===== src/rtl/axi4_lite_pkg.sv =====
// Shared AXI4-Lite definitions: response codes and the default protection value
// used by initiators and responders on the peripheral interconnect.
package axi4_lite_pkg;

    typedef enum logic [1:0] {
        OKAY   = 2'b00,
        EXOKAY = 2'b01,
        SLVERR = 2'b10,
        DECERR = 2'b11
    } axi_resp_t;

    localparam logic [2:0] AXI_PROT_DEFAULT = 3'b000;

endpackage : axi4_lite_pkg


===== src/rtl/axi4_lite.sv =====
// AXI4-Lite bus bundle shared by the initiator and the peripheral responders.
// The parent drives aclk/areset_n from the system clock and reset.
interface axi4_lite #(
    parameter int WIDTH      = 32,
    parameter int ADDR_WIDTH = 32
);
    logic                    aclk;
    logic                    areset_n;
    logic [ADDR_WIDTH-1:0]   awaddr;
    logic [2:0]              awprot;
    logic                    awvalid;
    logic                    awready;
    logic [WIDTH-1:0]        wdata;
    logic [WIDTH/8-1:0]      wstrb;
    logic                    wvalid;
    logic                    wready;
    logic [1:0]              bresp;
    logic                    bvalid;
    logic                    bready;
    logic [ADDR_WIDTH-1:0]   araddr;
    logic [2:0]              arprot;
    logic                    arvalid;
    logic                    arready;
    logic [WIDTH-1:0]        rdata;
    logic [1:0]              rresp;
    logic                    rvalid;
    logic                    rready;

    modport master (
        input  aclk, areset_n,
        output awaddr, awprot, awvalid, wdata, wstrb, wvalid, bready,
        output araddr, arprot, arvalid, rready,
        input  awready, wready, bresp, bvalid, arready, rdata, rresp, rvalid
    );

    modport slave (
        input  aclk, areset_n,
        input  awaddr, awprot, awvalid, wdata, wstrb, wvalid, bready,
        input  araddr, arprot, arvalid, rready,
        output awready, wready, bresp, bvalid, arready, rdata, rresp, rvalid
    );
endinterface : axi4_lite


===== src/rtl/axi4_lite_master.sv =====
// Single-outstanding AXI4-Lite initiator bridging a request/response port onto
// the bus; misaligned requests are answered locally with SLVERR.
module axi4_lite_master
    import axi4_lite_pkg::*;
#(
    parameter int         WIDTH      = 32,
    parameter int         ADDR_WIDTH = 32,
    parameter logic [2:0] PROT       = AXI_PROT_DEFAULT
) (
    input  logic                  clk,
    input  logic                  rst_n,
    input  logic                  req_valid,
    output logic                  req_ready,
    input  logic                  req_we,
    input  logic [ADDR_WIDTH-1:0] req_addr,
    input  logic [WIDTH-1:0]      req_wdata,
    input  logic [WIDTH/8-1:0]    req_wstrb,
    output logic                  rsp_valid,
    input  logic                  rsp_ready,
    output logic [WIDTH-1:0]      rsp_rdata,
    output logic [1:0]            rsp_resp,
    output logic                  rsp_err,
    axi4_lite.master              axi
);

    localparam int STRB_W = WIDTH / 8;
    localparam int OFF_W  = $clog2(STRB_W);

    typedef enum logic [2:0] {
        ST_IDLE  = 3'd0,
        ST_WRITE = 3'd1,
        ST_BRESP = 3'd2,
        ST_RADDR = 3'd3,
        ST_RDATA = 3'd4,
        ST_RSP   = 3'd5
    } state_t;

    state_t                state_q, state_d;
    logic                  req_ready_q, req_ready_d;
    logic                  awvalid_q, awvalid_d;
    logic                  wvalid_q, wvalid_d;
    logic                  arvalid_q, arvalid_d;
    logic                  bready_q, bready_d;
    logic                  rready_q, rready_d;
    logic [ADDR_WIDTH-1:0] awaddr_q, awaddr_d;
    logic [ADDR_WIDTH-1:0] araddr_q, araddr_d;
    logic [WIDTH-1:0]      wdata_q, wdata_d;
    logic [STRB_W-1:0]     wstrb_q, wstrb_d;
    logic                  rsp_valid_q, rsp_valid_d;
    logic [WIDTH-1:0]      rsp_rdata_q, rsp_rdata_d;
    logic [1:0]            rsp_resp_q, rsp_resp_d;
    logic                  rsp_err_q, rsp_err_d;

    logic misaligned_s;
    logic aw_done_s;
    logic w_done_s;

    assign misaligned_s = (req_addr[OFF_W-1:0] != {OFF_W{1'b0}});
    // A channel counts as done once its valid is gone or it handshakes this cycle.
    assign aw_done_s    = !awvalid_q || axi.awready;
    assign w_done_s     = !wvalid_q || axi.wready;

    // State and output registers.
    always_ff @(posedge clk or negedge rst_n) begin
        if (!rst_n) begin
            state_q     <= ST_IDLE;
            req_ready_q <= 1'b1;
            awvalid_q   <= 1'b0;
            wvalid_q    <= 1'b0;
            arvalid_q   <= 1'b0;
            bready_q    <= 1'b0;
            rready_q    <= 1'b0;
            awaddr_q    <= {ADDR_WIDTH{1'b0}};
            araddr_q    <= {ADDR_WIDTH{1'b0}};
            wdata_q     <= {WIDTH{1'b0}};
            wstrb_q     <= {STRB_W{1'b0}};
            rsp_valid_q <= 1'b0;
            rsp_rdata_q <= {WIDTH{1'b0}};
            rsp_resp_q  <= 2'b00;
            rsp_err_q   <= 1'b0;
        end else begin
            state_q     <= state_d;
            req_ready_q <= req_ready_d;
            awvalid_q   <= awvalid_d;
            wvalid_q    <= wvalid_d;
            arvalid_q   <= arvalid_d;
            bready_q    <= bready_d;
            rready_q    <= rready_d;
            awaddr_q    <= awaddr_d;
            araddr_q    <= araddr_d;
            wdata_q     <= wdata_d;
            wstrb_q     <= wstrb_d;
            rsp_valid_q <= rsp_valid_d;
            rsp_rdata_q <= rsp_rdata_d;
            rsp_resp_q  <= rsp_resp_d;
            rsp_err_q   <= rsp_err_d;
        end
    end

    // Next-state logic.
    always_comb begin
        state_d = state_q;
        case (state_q)
            ST_IDLE: begin
                if (req_valid && misaligned_s) begin
                    state_d = ST_RSP;
                end else if (req_valid) begin
                    state_d = req_we ? ST_WRITE : ST_RADDR;
                end else begin
                    state_d = ST_IDLE;
                end
            end
            ST_WRITE: state_d = (aw_done_s && w_done_s) ? ST_BRESP : ST_WRITE;
            ST_BRESP: state_d = axi.bvalid ? ST_RSP : ST_BRESP;
            ST_RADDR: state_d = axi.arready ? ST_RDATA : ST_RADDR;
            ST_RDATA: state_d = axi.rvalid ? ST_RSP : ST_RDATA;
            ST_RSP:   state_d = rsp_ready ? ST_IDLE : ST_RSP;
            default:  state_d = ST_IDLE;
        endcase
    end

    // Output logic: next values for every registered output.
    always_comb begin
        awvalid_d   = awvalid_q;
        wvalid_d    = wvalid_q;
        arvalid_d   = arvalid_q;
        bready_d    = bready_q;
        rready_d    = rready_q;
        awaddr_d    = awaddr_q;
        araddr_d    = araddr_q;
        wdata_d     = wdata_q;
        wstrb_d     = wstrb_q;
        rsp_valid_d = rsp_valid_q;
        rsp_rdata_d = rsp_rdata_q;
        rsp_resp_d  = rsp_resp_q;
        rsp_err_d   = rsp_err_q;
        case (state_q)
            ST_IDLE: begin
                if (req_valid && misaligned_s) begin
                    rsp_valid_d = 1'b1;
                    rsp_rdata_d = {WIDTH{1'b0}};
                    rsp_resp_d  = SLVERR;
                    rsp_err_d   = 1'b1;
                end else if (req_valid && req_we) begin
                    awvalid_d = 1'b1;
                    wvalid_d  = 1'b1;
                    awaddr_d  = req_addr;
                    wdata_d   = req_wdata;
                    wstrb_d   = req_wstrb;
                end else if (req_valid) begin
                    arvalid_d = 1'b1;
                    araddr_d  = req_addr;
                end else begin
                    rsp_valid_d = 1'b0;
                end
            end
            ST_WRITE: begin
                awvalid_d = awvalid_q && !axi.awready;
                wvalid_d  = wvalid_q && !axi.wready;
                bready_d  = aw_done_s && w_done_s;
            end
            ST_BRESP: begin
                if (axi.bvalid) begin
                    bready_d    = 1'b0;
                    rsp_valid_d = 1'b1;
                    rsp_rdata_d = {WIDTH{1'b0}};
                    rsp_resp_d  = axi.bresp;
                    rsp_err_d   = (axi.bresp != OKAY);
                end else begin
                    bready_d = 1'b1;
                end
            end
            ST_RADDR: begin
                if (axi.arready) begin
                    arvalid_d = 1'b0;
                    rready_d  = 1'b1;
                end else begin
                    arvalid_d = 1'b1;
                end
            end
            ST_RDATA: begin
                // Read data is returned even with an error response.
                if (axi.rvalid) begin
                    rready_d    = 1'b0;
                    rsp_valid_d = 1'b1;
                    rsp_rdata_d = axi.rdata;
                    rsp_resp_d  = axi.rresp;
                    rsp_err_d   = (axi.rresp != OKAY);
                end else begin
                    rready_d = 1'b1;
                end
            end
            ST_RSP: begin
                if (rsp_ready) begin
                    rsp_valid_d = 1'b0;
                end else begin
                    rsp_valid_d = 1'b1;
                end
            end
            default: begin
                awvalid_d   = 1'b0;
                wvalid_d    = 1'b0;
                arvalid_d   = 1'b0;
                bready_d    = 1'b0;
                rready_d    = 1'b0;
                rsp_valid_d = 1'b0;
            end
        endcase
        req_ready_d = (state_d == ST_IDLE);
    end

    assign req_ready   = req_ready_q;
    assign rsp_valid   = rsp_valid_q;
    assign rsp_rdata   = rsp_rdata_q;
    assign rsp_resp    = rsp_resp_q;
    assign rsp_err     = rsp_err_q;

    assign axi.awaddr  = awaddr_q;
    assign axi.awprot  = PROT;
    assign axi.awvalid = awvalid_q;
    assign axi.wdata   = wdata_q;
    assign axi.wstrb   = wstrb_q;
    assign axi.wvalid  = wvalid_q;
    assign axi.bready  = bready_q;
    assign axi.araddr  = araddr_q;
    assign axi.arprot  = PROT;
    assign axi.arvalid = arvalid_q;
    assign axi.rready  = rready_q;

endmodule : axi4_lite_master


===== src/flat_wrapper.sv =====
// flat-port wrapper written by rule: the top's interface ports become plain ports
module axi4_lite_master_flat import axi4_lite_pkg::*;
#(
    parameter int         WIDTH      = 32,
    parameter int         ADDR_WIDTH = 32,
    parameter logic [2:0] PROT       = AXI_PROT_DEFAULT
)
  (clk, rst_n, req_valid, req_ready, req_we, req_addr, req_wdata, req_wstrb, rsp_valid, rsp_ready, rsp_rdata, rsp_resp, rsp_err, axi_aclk, axi_areset_n, axi_awaddr, axi_awprot, axi_awvalid, axi_wdata, axi_wstrb, axi_wvalid, axi_bready, axi_araddr, axi_arprot, axi_arvalid, axi_rready, axi_awready, axi_wready, axi_bresp, axi_bvalid, axi_arready, axi_rdata, axi_rresp, axi_rvalid);
  axi4_lite #(.WIDTH(WIDTH), .ADDR_WIDTH(ADDR_WIDTH)) axi_i ();
  input  logic clk;
  input  logic rst_n;
  input  logic req_valid;
  output logic req_ready;
  input  logic req_we;
  input  logic [ADDR_WIDTH-1:0] req_addr;
  input  logic [WIDTH-1:0] req_wdata;
  input  logic [WIDTH/8-1:0] req_wstrb;
  output logic rsp_valid;
  input  logic rsp_ready;
  output logic [WIDTH-1:0] rsp_rdata;
  output logic [1:0] rsp_resp;
  output logic rsp_err;
  input wire logic [$bits(axi_i.aclk)-1:0] axi_aclk;
  input wire logic [$bits(axi_i.areset_n)-1:0] axi_areset_n;
  output wire logic [$bits(axi_i.awaddr)-1:0] axi_awaddr;
  output wire logic [$bits(axi_i.awprot)-1:0] axi_awprot;
  output wire logic [$bits(axi_i.awvalid)-1:0] axi_awvalid;
  output wire logic [$bits(axi_i.wdata)-1:0] axi_wdata;
  output wire logic [$bits(axi_i.wstrb)-1:0] axi_wstrb;
  output wire logic [$bits(axi_i.wvalid)-1:0] axi_wvalid;
  output wire logic [$bits(axi_i.bready)-1:0] axi_bready;
  output wire logic [$bits(axi_i.araddr)-1:0] axi_araddr;
  output wire logic [$bits(axi_i.arprot)-1:0] axi_arprot;
  output wire logic [$bits(axi_i.arvalid)-1:0] axi_arvalid;
  output wire logic [$bits(axi_i.rready)-1:0] axi_rready;
  input wire logic [$bits(axi_i.awready)-1:0] axi_awready;
  input wire logic [$bits(axi_i.wready)-1:0] axi_wready;
  input wire logic [$bits(axi_i.bresp)-1:0] axi_bresp;
  input wire logic [$bits(axi_i.bvalid)-1:0] axi_bvalid;
  input wire logic [$bits(axi_i.arready)-1:0] axi_arready;
  input wire logic [$bits(axi_i.rdata)-1:0] axi_rdata;
  input wire logic [$bits(axi_i.rresp)-1:0] axi_rresp;
  input wire logic [$bits(axi_i.rvalid)-1:0] axi_rvalid;
  assign axi_i.aclk = axi_aclk;
  assign axi_i.areset_n = axi_areset_n;
  assign axi_awaddr = axi_i.awaddr;
  assign axi_awprot = axi_i.awprot;
  assign axi_awvalid = axi_i.awvalid;
  assign axi_wdata = axi_i.wdata;
  assign axi_wstrb = axi_i.wstrb;
  assign axi_wvalid = axi_i.wvalid;
  assign axi_bready = axi_i.bready;
  assign axi_araddr = axi_i.araddr;
  assign axi_arprot = axi_i.arprot;
  assign axi_arvalid = axi_i.arvalid;
  assign axi_rready = axi_i.rready;
  assign axi_i.awready = axi_awready;
  assign axi_i.wready = axi_wready;
  assign axi_i.bresp = axi_bresp;
  assign axi_i.bvalid = axi_bvalid;
  assign axi_i.arready = axi_arready;
  assign axi_i.rdata = axi_rdata;
  assign axi_i.rresp = axi_rresp;
  assign axi_i.rvalid = axi_rvalid;
  axi4_lite_master #(.WIDTH(WIDTH), .ADDR_WIDTH(ADDR_WIDTH), .PROT(PROT)) u_core (.clk(clk), .rst_n(rst_n), .req_valid(req_valid), .req_ready(req_ready), .req_we(req_we), .req_addr(req_addr), .req_wdata(req_wdata), .req_wstrb(req_wstrb), .rsp_valid(rsp_valid), .rsp_ready(rsp_ready), .rsp_rdata(rsp_rdata), .rsp_resp(rsp_resp), .rsp_err(rsp_err), .axi(axi_i));
endmodule

===== config.mk =====
export PLATFORM = sky130hd
export DESIGN_NAME = axi4_lite_master_flat
export DESIGN_NICKNAME = d
export VERILOG_FILES = /design/src/rtl/axi4_lite_pkg.sv /design/src/rtl/axi4_lite.sv /design/src/rtl/axi4_lite_master.sv /design/src/flat_wrapper.sv
export SDC_FILE = /design/constraint.sdc
export NUM_CORES = 1
export LEC_CHECK = 0
export ABC_AREA = 1
export CAP_MARGIN = 10
export CORE_MARGIN = 2
export CORE_UTILIZATION = 51
export CTS_CLUSTER_DIAMETER = 150
export CTS_CLUSTER_SIZE = 25
export DETAILED_ROUTE_END_ITERATION = 7
export DONT_BUFFER_PORTS = 1
export GPL_TIMING_DRIVEN = 0
export PLACE_DENSITY = 0.67
export SYNTH_ARGS = -nofsm -noshare
export SYNTH_HDL_FRONTEND = slang
export SYNTH_SLANG_ARGS = --single-unit

===== constraint.sdc =====
create_clock -name clk -period 3.4 [get_ports clk]
set_input_delay 0.68 -clock clk [delete_from_list [all_inputs] [get_ports clk]]
set_output_delay 0.68 -clock clk [all_outputs]
set_load 0.01 [all_outputs]

==> results of run 1 <==
cells in the final DEF, fill, tap and decap left out, drive strengths merged:
| cell type | count |
|---|---|
| dfstp | 1 |
| a31oi | 3 |
| dfrtp | 144 |
| nand2 | 247 |
| o21ai | 71 |
| nand3b | 1 |
| clkinvlp | 4 |
| conb | 6 |
| nor2 | 61 |
| clkinv | 2 |
| nand3 | 10 |
| o211ai | 1 |
| buf | 26 |
| a21oi | 34 |
| ha | 3 |
| bufinv | 4 |
| nor3 | 2 |
| clkbuf | 29 |
| inv | 62 |
per-stage QoR:
stage          hold WS [ns]  cells  area [um^2]  util (%)
2_1_floorplan         0.384    679         6010         -
3_3_place_gp          0.387    822         6190      54.2
3_5_place_dp          0.387    822         6190      54.2
4_1_cts             -0.0582    854         6820      59.7
5_1_grt             -0.0678    854         6820      59.7
6_report            -0.0416    854         6820      59.7
final cells by class:
class / instances / area (um^2)
Buffer: 37 / 230
Clock buffer: 18 / 429
Clock inverter: 14 / 205
Fill cell: 1023 / 4600
Inverter: 58 / 220
Multi-Input combinational cell: 439 / 1930
Sequential cell: 145 / 3630
Tap cell: 143 / 179
repair_timing:
action,in CTS,in global routing
setup endpoints to repair,0,0
buffers inserted,0,0
endpoints found under the hold margin,144,144
power groups by stage:
| stage | clock network (W) | logic (W) | registers [W] |
|---|---|---|---|
| global placement | 0 | 0.00161 | 0.00344 |
| finish | 0.00199 | 0.00169 | 0.00341 |
| detailed placement | 0 | 0.00170 | 0.00344 |
| CTS | 0.00203 | 0.00171 | 0.00343 |
| global route | 0.00210 | 0.00196 | 0.00350 |
| floorplan | 0 | 0.00138 | 0.00322 |
kinds of logic after synthesis:
logic type      Yosys count  share of synthesized area, %
buf+inv                  95                          7.52
other cells               1                        0.0626
fa+ha+maj                 3                         0.627
flops                   145                          60.6
compound gates          109                          9.71
simple gates            321                          21.5
path summary, 6_finish.rpt:
check | to | slack, ns
min in group clk | u_core.axi.wdata[7] | 0.37
min reg2reg | u_core.axi.wdata[19] | 0.55
min | u_core.state_q[0] | -0.04
max | u_core.rsp_rdata[2] | 1.55
max reg2reg | u_core.rsp_rdata[2] | 1.55
max in group asynchronous | u_core.axi.araddr[21] | 3.22
critical path, stage by stage (launching register included):
cell      delay (ns)
dfrtp_1         0.41
buf_6           0.16
nor2_4          0.15
nand2_2         0.11
nor2_2          0.14
inv_1           0.05
nand2_1         0.09
inv_2           0.06
nand2_4         0.09
clkbuf_1        0.30
o21ai_0         0.15
per-layer routing:
layer	GRT usage, %	wire [um]	up-vias
li1	-	-	2135
met5	0	0	-
met1	27.8	5620	2067
met3	10.4	1440	26
met4	8.86	310	0
met2	36.6	6870	194
state kept, by name, summed over array words and instances, names as in the netlist, 2 cells and up:
register and count:
u_core.rsp_resp 2, u_core.axi.wdata 32, u_core.state_q 3, u_core.axi.araddr 32, u_core.axi.wstrb 4, u_core.rsp_rdata 32, u_core.axi.awaddr 32
==> flow_metrics.py, run 1 <==
metrics = {
    "clock_network": {
        "cts.sinks": 145,
        "clk_pin_slew_ns": 0.06,
        "clock_latency_ns": 0.42,
        "cts_buffers": 17,
        "cts_root_buffer": "clkbuf_16",
        "tritoncts": "done",
        "htreeDepth": 4,
        "postCtsResizedCells": 0,
        "cts_buffer_depth": 2,
    },
    "grt": {
        "first_global_vias": 4415,
        "grt_pass1_wl_mm": 22.9,
        "grt_util_all_layers_pct": 23.0,
        "grt_max_degree": 146,
        "antenna_found_initial": 0,
        "gr-total-overflow": 0,
    },
    "final_layout": {
        "nets": 817,
        "drive_above_1_share_pct": 11.1,
        "syn_to_final_growth_pct": 13.9,
        "antennaDiodeCount": 0,
    },
    "timing": {
        "whs_ns": -0.0416,
        "rsz0062_at_grt": "no",
        "setup_ws_ns": 1.55,
        "hold_viol": 113,
        "min_period_over_period_pct": 54.4,
        "max_freq_mhz": 540,
        "setup_violations": 0,
        "skew_ns": 0.00605,
        "slew_violations": 0,
        "min_period_ns": 1.85,
        "setup_tns_ns": 0,
    },
    "detailed_routing": {
        "route.detailed.drc": 0,
        "first_iter_violations": 353,
        "totalWireLength_mm": 14.2,
        "dr_total_vias": 4422,
        "ant_nets": 0,
        "drtPass1Iterations": 4,
        "routedWlPerCell_um": 16.7,
        "vias_per_cell": 5.18,
    },
    "pwr": {
        "power_frac_comb_pct": 23.8,
        "p_leak_nw": 3.48,
        "peakVddDrop_mv": 0.445,
        "power_density_nw_per_um2": 1040,
        "pwr-share-clk_pct": 28.1,
        "p_switching_w": 0.00274,
        "switching_share_pct": 38.7,
        "power_w": 0.00709,
        "cell_internal_pwr_w": 0.00435,
        "pwr-share-seq_pct": 48.1,
    },
    "setup_path": {
        "cp_max_fo": 10,
        "r2r-start": "u_core.state_q[2]",
        "end_kind": "flip-flop",
        "crit_type": "reg -> reg",
        "cp-startpoint": "u_core.state_q[2]",
        "arrival_ns": 2.13,
        "crit_required_ns": 3.68,
        "r2r_cells": 10,
        "start_kind": "flip-flop",
    },
    "logic_synthesis": {
        "synth_top_area_share_pct": 60.2,
        "ys_top_cells_by_count": "242 x nand2_1, 144 x dfrtp_1, 58 x o21ai_0",
        "syn_inst": 674,
        "synth_top_flop_cell": "dfrtp_1",
        "ys_seq_elements": 145,
        "synthesis.area_um2": 5990,
        "ys_seq_area_share_pct": 60.6,
        "synth_top_cell_by_area": "dfrtp_1",
        "synth_area_leaders": "dfrtp_1 60%, nand2_1 15%, o21ai_0 4.8%, nor2_1 3.5%, inv_1 3.4%",
        "async_flop_share_pct": 100,
        "ys_warn_count": 0,
        "syn_area_per_cell_um2": 8.89,
        "synth_edf_count": 0,
        "ys_types": 29,
        "synth_most_common_cell": "nand2_1",
    },
    "floorplan": {
        "fp.dieW_um": 112,
        "die_area_um2": 12600,
        "die_h_um": 112,
        "coreArea_um2": 11400,
        "pin_count": 264,
        "initial_core_util_pct": 52.5,
        "row_count": 39,
    },
    "min_path": {
        "hold_path_class": "in -> async",
    },
    "place": {
        "port_buffers": 0,
        "pre_cts_ws_ns": 1.42,
        "detailed_place_hpwl_mm": 10.5,
        "gp_congestion": 0.868,
    },
    "outcome": {
        "outcome": "finished with violations",
        "violations": "negative hold slack",
    },
    "flow_run": {
        "maxCapViolCount": 0,
    },
}
Power figures use the tool's default switching activity.
==> inputs of run 2 (changes only) <==
- clock period: 3.4 -> 1.9 ns (I/O delays scaled with it)
==> flow_metrics.py, run 2 (same netlist as run 1, synthesis figures left out) <==
metrics = {
    "timing": {
        "min_period_ns": 1.80,
        "rsz0062_at_grt": "yes",
        "slew_violations": 0,
        "whs_ns": -0.341,
        "skew_ns": 0.00634,
        "min_period_over_period_pct": 94.8,
        "max_freq_mhz": 555,
        "setup_violations": 0,
        "hold_viol": 145,
    },
    "detailed_routing": {
        "dr.max_layer_used": "met4",
        "totalWireLength_mm": 14.4,
        "ant_nets": 0,
        "wl_met2_mm": 6.99,
        "wl_met3_mm": 1.41,
        "route.detailed.drc": 0,
        "drtPass1Iterations": 4,
        "routedWlPerCell_um": 16.8,
        "dr_total_vias": 4439,
        "wl_met1_mm": 5.72,
        "first_iter_violations": 341,
        "vias_per_cell": 5.19,
    },
    "setup_path": {
        "crit_type": "reg -> reg",
        "path_common_cell": "buf_6",
        "cp-startpoint": "u_core.state_q[2]",
        "crit_required_ns": 2.23,
        "cp_slowest_cell": "dfrtp_1",
        "arrival_ns": 2.13,
        "r2r-start": "u_core.state_q[2]",
        "end_kind": "flip-flop",
        "r2r_setup_slack_ns": 0.1,
        "path_cells": "buf_6 > nor2_4 > nand2_2 > nor2_4 > inv_1 > nand2_1 > inv_2 > nand2_4 > buf_6 > buf_6 > nand2_1 > o21ai_1",
        "path_buf_inv": 5,
        "cp_top_family": "simple AND/OR/NAND/NOR gates",
        "cpPeakStageDelay_ns": 0.39,
        "start_kind": "flip-flop",
        "cp_max_fo": 10,
    },
    "floorplan": {
        "die_h_um": 112,
        "die_area_um2": 12600,
        "coreArea_um2": 11400,
        "fp.dieW_um": 112,
        "pin_count": 264,
        "row_count": 39,
        "initial_core_util_pct": 52.5,
    },
    "final_layout": {
        "final_cell_mix": "242 x nand2_1, 144 x dfrtp_1, 57 x o21ai_0, 56 x nor2_1, 55 x inv_1",
        "final_util_pct": 60.0,
        "num-fill-cells": 1021,
        "antennaDiodeCount": 0,
        "nets": 819,
        "syn_to_final_growth_pct": 14.5,
        "drive_above_1_share_pct": 11.9,
        "final_common_cell": "nand2_1",
        "design_area_um2": 6860,
    },
    "grt": {
        "first_global_vias": 4415,
        "grt_pass1_wl_mm": 22.9,
        "grt_util_all_layers_pct": 23.0,
        "antenna_found_initial": 0,
        "gr-total-overflow": 0,
        "grt_max_degree": 146,
    },
    "pwr": {
        "p_leak_nw": 3.51,
        "peakVddDrop_mv": 0.795,
        "power_density_nw_per_um2": 1860,
    },
    "clock_network": {
        "tritoncts": "done",
        "cts_buffer_depth": 2,
        "htreeDepth": 4,
        "clock_latency_ns": 0.41,
        "cts.sinks": 145,
        "clk_pin_slew_ns": 0.06,
        "cts_buffers": 17,
        "cts_root_buffer": "clkbuf_16",
    },
    "place": {
        "placed_cell_area_um2": 6190,
        "port_buffers": 0,
        "gp_congestion": 0.868,
        "detailed_place_hpwl_mm": 10.5,
    },
    "outcome": {
        "outcome": "finished with violations",
        "violations": "negative hold slack",
    },
    "min_path": {
        "hold_path_class": "in -> async",
    },
    "flow_run": {
        "maxCapViolCount": 0,
    },
}
-- run 2: worst paths after layout --
path	to	cells past startpoint
worst max register to register	u_core.rsp_rdata[30]	12
worst min-delay path	u_core.state_q[0]	0
worst min register to register	u_core.axi.wdata[16]	2
max in group asynchronous	u_core.axi.wdata[3]	0
worst max-delay path	u_core.rsp_rdata[30]	12
min in group clk	u_core.axi.wdata[7]	2
-- run 2: through the flow --
stage | setup WS (ns) | TNS (ns) | hold slack [ns] | std cells | total power [W]
after floorplan | 0.325 | 0 | 0.0844 | 679 | 0.00823
after global placement | 0.124 | 0 | 0.0873 | 822 | 0.00903
after detailed placement | 0.0730 | 0 | 0.0872 | 822 | 0.00921
after CTS | 0.0405 | 0 | -0.358 | 854 | 0.0128
after global routing | -0.0582 | -0.184 | -0.368 | 856 | 0.0136
final | 0.0989 | 0 | -0.341 | 856 | 0.0128
-- run 2: final cells by class --
type	count	area [um^2]	area share, %
plain buffers	37	239	3.49
inverters	58	220	3.21
well taps	143	179	2.61
multi-input cells	439	1940	28.3
repair buffers	2	15.0	0.219
clock inverters	14	205	2.99
flip-flops and latches	145	3630	52.9
clock buffers	18	429	6.26
-- run 2: power by group --
part | leakage (nW) | internal, W | switching [W]
sequential | 1.82 | 0.00442 | 0.00168
combinational | 1.39 | 0.00118 | 0.00192
clock | 0.296 | 0.00222 | 0.00135
-- run 2: repair_timing --
| action | CTS | global route |
|---|---|---|
| setup endpoints to repair | 0 | 56 |
| hold endpoints to repair | 145 | 145 |
| setup buffers | 0 | 2 |
| resized for setup | 0 | 12 |
-- run 2: worst reg2reg max path, cell delays in order (launching register included) --
cell and delay, ns:
dfrtp_1 0.39, buf_6 0.15, nor2_4 0.17, nand2_2 0.13, nor2_4 0.13, inv_1 0.05, nand2_1 0.09, inv_2 0.06
nand2_4 0.10, buf_6 0.15, buf_6 0.16, nand2_1 0.06, o21ai_1 0.08
-- run 2: layer usage --
metal  vias up  GRT usage, %
li1       2135             -
met1      2095          27.8
met2       185          36.6
met3        24          10.4
met4         0          8.86
met5         -             0
==> inputs of run 3 (changes only) <==
- CTS_BUF_LIST: default -> sky130_fd_sc_hd__clkbuf_8
- CTS_CLUSTER_SIZE: 25 -> 14
- clock period: 1.9 -> 2.15 ns (I/O delays scaled with it)
==> flow_metrics.py, run 3 (same netlist as run 1, synthesis figures left out) <==
metrics = {
    "outcome": {
        "outcome": "finished with violations",
        "violations": "negative hold slack",
    },
    "clock_network": {
        "post_cts_buffers": 0,
        "cts_buffers": 17,
        "cts.sinks": 145,
        "clk_pin_slew_ns": 0.08,
        "cts_buffer_depth": 2,
        "htreeDepth": 4,
        "postCtsResizedCells": 0,
        "clock_latency_ns": 0.43,
        "cts_root_buffer": "clkbuf_8",
        "tritoncts": "done",
    },
    "setup_path": {
        "path_cells": "buf_6 > nor2_4 > nand2_2 > nor2_2 > inv_1 > nand2_1 > inv_2 > nand2_4 > clkbuf_1 > o21ai_0",
        "crit_required_ns": 2.45,
        "arrival_ns": 2.16,
        "r2r-end": "u_core.rsp_rdata[5]",
        "r2r_cells": 10,
        "cp_slowest_cell": "dfrtp_1",
        "end_kind": "flip-flop",
        "cp-startpoint": "u_core.state_q[2]",
        "start_kind": "flip-flop",
        "worstSetupEndpoint": "u_core.rsp_rdata[5]",
        "crit_type": "reg -> reg",
        "r2r-start": "u_core.state_q[2]",
        "cpPeakStageDelay_ns": 0.42,
        "cp_max_fo": 10,
        "r2r_setup_slack_ns": 0.29,
    },
    "floorplan": {
        "die_h_um": 112,
        "die_area_um2": 12600,
        "fp.dieW_um": 112,
        "pin_count": 264,
        "initial_core_util_pct": 52.5,
        "coreArea_um2": 11400,
        "row_count": 39,
    },
    "pwr": {
        "p_leak_nw": 3.40,
        "peakVddDrop_mv": 0.668,
        "power_density_nw_per_um2": 1570,
        "power_w": 0.0104,
    },
    "grt": {
        "gr-total-overflow": 0,
        "top_usage_layer": "met2",
        "grt_pass1_wl_mm": 22.5,
        "grt_max_degree": 146,
        "grt_util_all_layers_pct": 22.6,
        "antenna_found_initial": 0,
        "met1_usage_pct": 27.5,
        "met2_usage_pct": 36.0,
        "first_global_vias": 4353,
        "grtUsageMet3_pct": 9.50,
    },
    "timing": {
        "setup_tns_ns": 0,
        "slew_violations": 0,
        "min_period_over_period_pct": 86.5,
        "min_period_ns": 1.86,
        "hold_viol": 145,
        "skew_ns": 0.00606,
        "whs_ns": -0.316,
        "setup_violations": 0,
        "max_freq_mhz": 538,
        "rsz0062_at_grt": "no",
        "setup_ws_ns": 0.291,
    },
    "final_layout": {
        "nets": 817,
        "design_area_um2": 6630,
        "final_cell_mix": "242 x nand2_1, 144 x dfrtp_1, 58 x o21ai_0, 56 x inv_1, 56 x nor2_1",
        "num-fill-cells": 1048,
        "antennaDiodeCount": 0,
        "syn_to_final_growth_pct": 10.7,
        "stdcell_count": 854,
        "drive_above_1_share_pct": 11.1,
        "final_common_cell": "nand2_1",
    },
    "detailed_routing": {
        "dr_total_vias": 4394,
        "first_iter_violations": 292,
        "route.detailed.drc": 0,
        "drtPass1Iterations": 5,
        "vias_per_cell": 5.15,
        "ant_nets": 0,
        "totalWireLength_mm": 14.1,
        "routedWlPerCell_um": 16.6,
    },
    "place": {
        "placed_cell_area_um2": 6190,
        "port_buffers": 0,
        "gp_congestion": 0.868,
        "detailed_place_hpwl_mm": 10.5,
        "placed_cells": 822,
        "pre_cts_ws_ns": 0.323,
    },
    "flow_run": {
        "maxCapViolCount": 0,
    },
    "min_path": {
        "hold_path_class": "in -> async",
    },
}
==> run 3: cell types whose count changed in the layout (fill, tap and decap cells not counted), sizes merged <==
| cell | change |
|---|---|
| clkbuf | -1 |
| inv | +1 |
| buf | -2 |
==> run 3: power breakdown <==
part	switching (W)	internal, W	leakage (nW)
clock	0.00109	0.00128	0.213
sequential	0.00149	0.00390	1.82
combinational	0.00165	0.00101	1.37
total	0.00422	0.00619	3.40
==> run 3: worst min-delay path by stage <==
| stage | from | to | slack, ns | cells past startpoint |
|---|---|---|---|---|
| after floorplan | rst_n | u_core.axi.araddr[0] | 0.13 | 0 |
| after global placement | rst_n | u_core.state_q[2] | 0.14 | 0 |
| after detailed placement | rst_n | u_core.state_q[2] | 0.14 | 0 |
| after CTS | rst_n | u_core.axi.araddr[11] | -0.35 | 0 |
| after global routing | rst_n | u_core.state_q[0] | -0.35 | 0 |
| final | rst_n | u_core.state_q[0] | -0.32 | 0 |
==> run 3: stage by stage <==
| stage | util [%] | hold WS (ns) |
|---|---|---|
| floorplan | - | 0.134 |
| global placement | 54.2 | 0.137 |
| detailed placement | 54.2 | 0.137 |
| CTS | 58.1 | -0.355 |
| global route | 58.1 | -0.352 |
| finish | 58.1 | -0.316 |
==> run 3: cell type report <==
| class | instances | area [um^2] | share of cell area, % |
|---|---|---|---|
| Inverter | 58 | 220 | 3.32 |
| Multi-Input combinational cell | 439 | 1930 | 29.1 |
| Sequential cell | 145 | 3630 | 54.7 |
| Clock buffer | 17 | 234 | 3.53 |
| Buffer | 37 | 230 | 3.47 |
| Clock inverter | 15 | 209 | 3.15 |
| Tap cell | 143 | 179 | 2.70 |
==> run 3: worst max-delay path: cells and delay by family, from the launching register on <==
kind	cells	cell delay, ns
compound gates	1	0.15
flops	1	0.42
buf+inv	4	0.58
simple gates	5	0.59
==> run 3: metal layers <==
layer  wire, um  part of all wire, %
met3       1390                  9.9
met1       5670                   40
met4        310                  2.2
met5          0                    0
met2       6760                   48
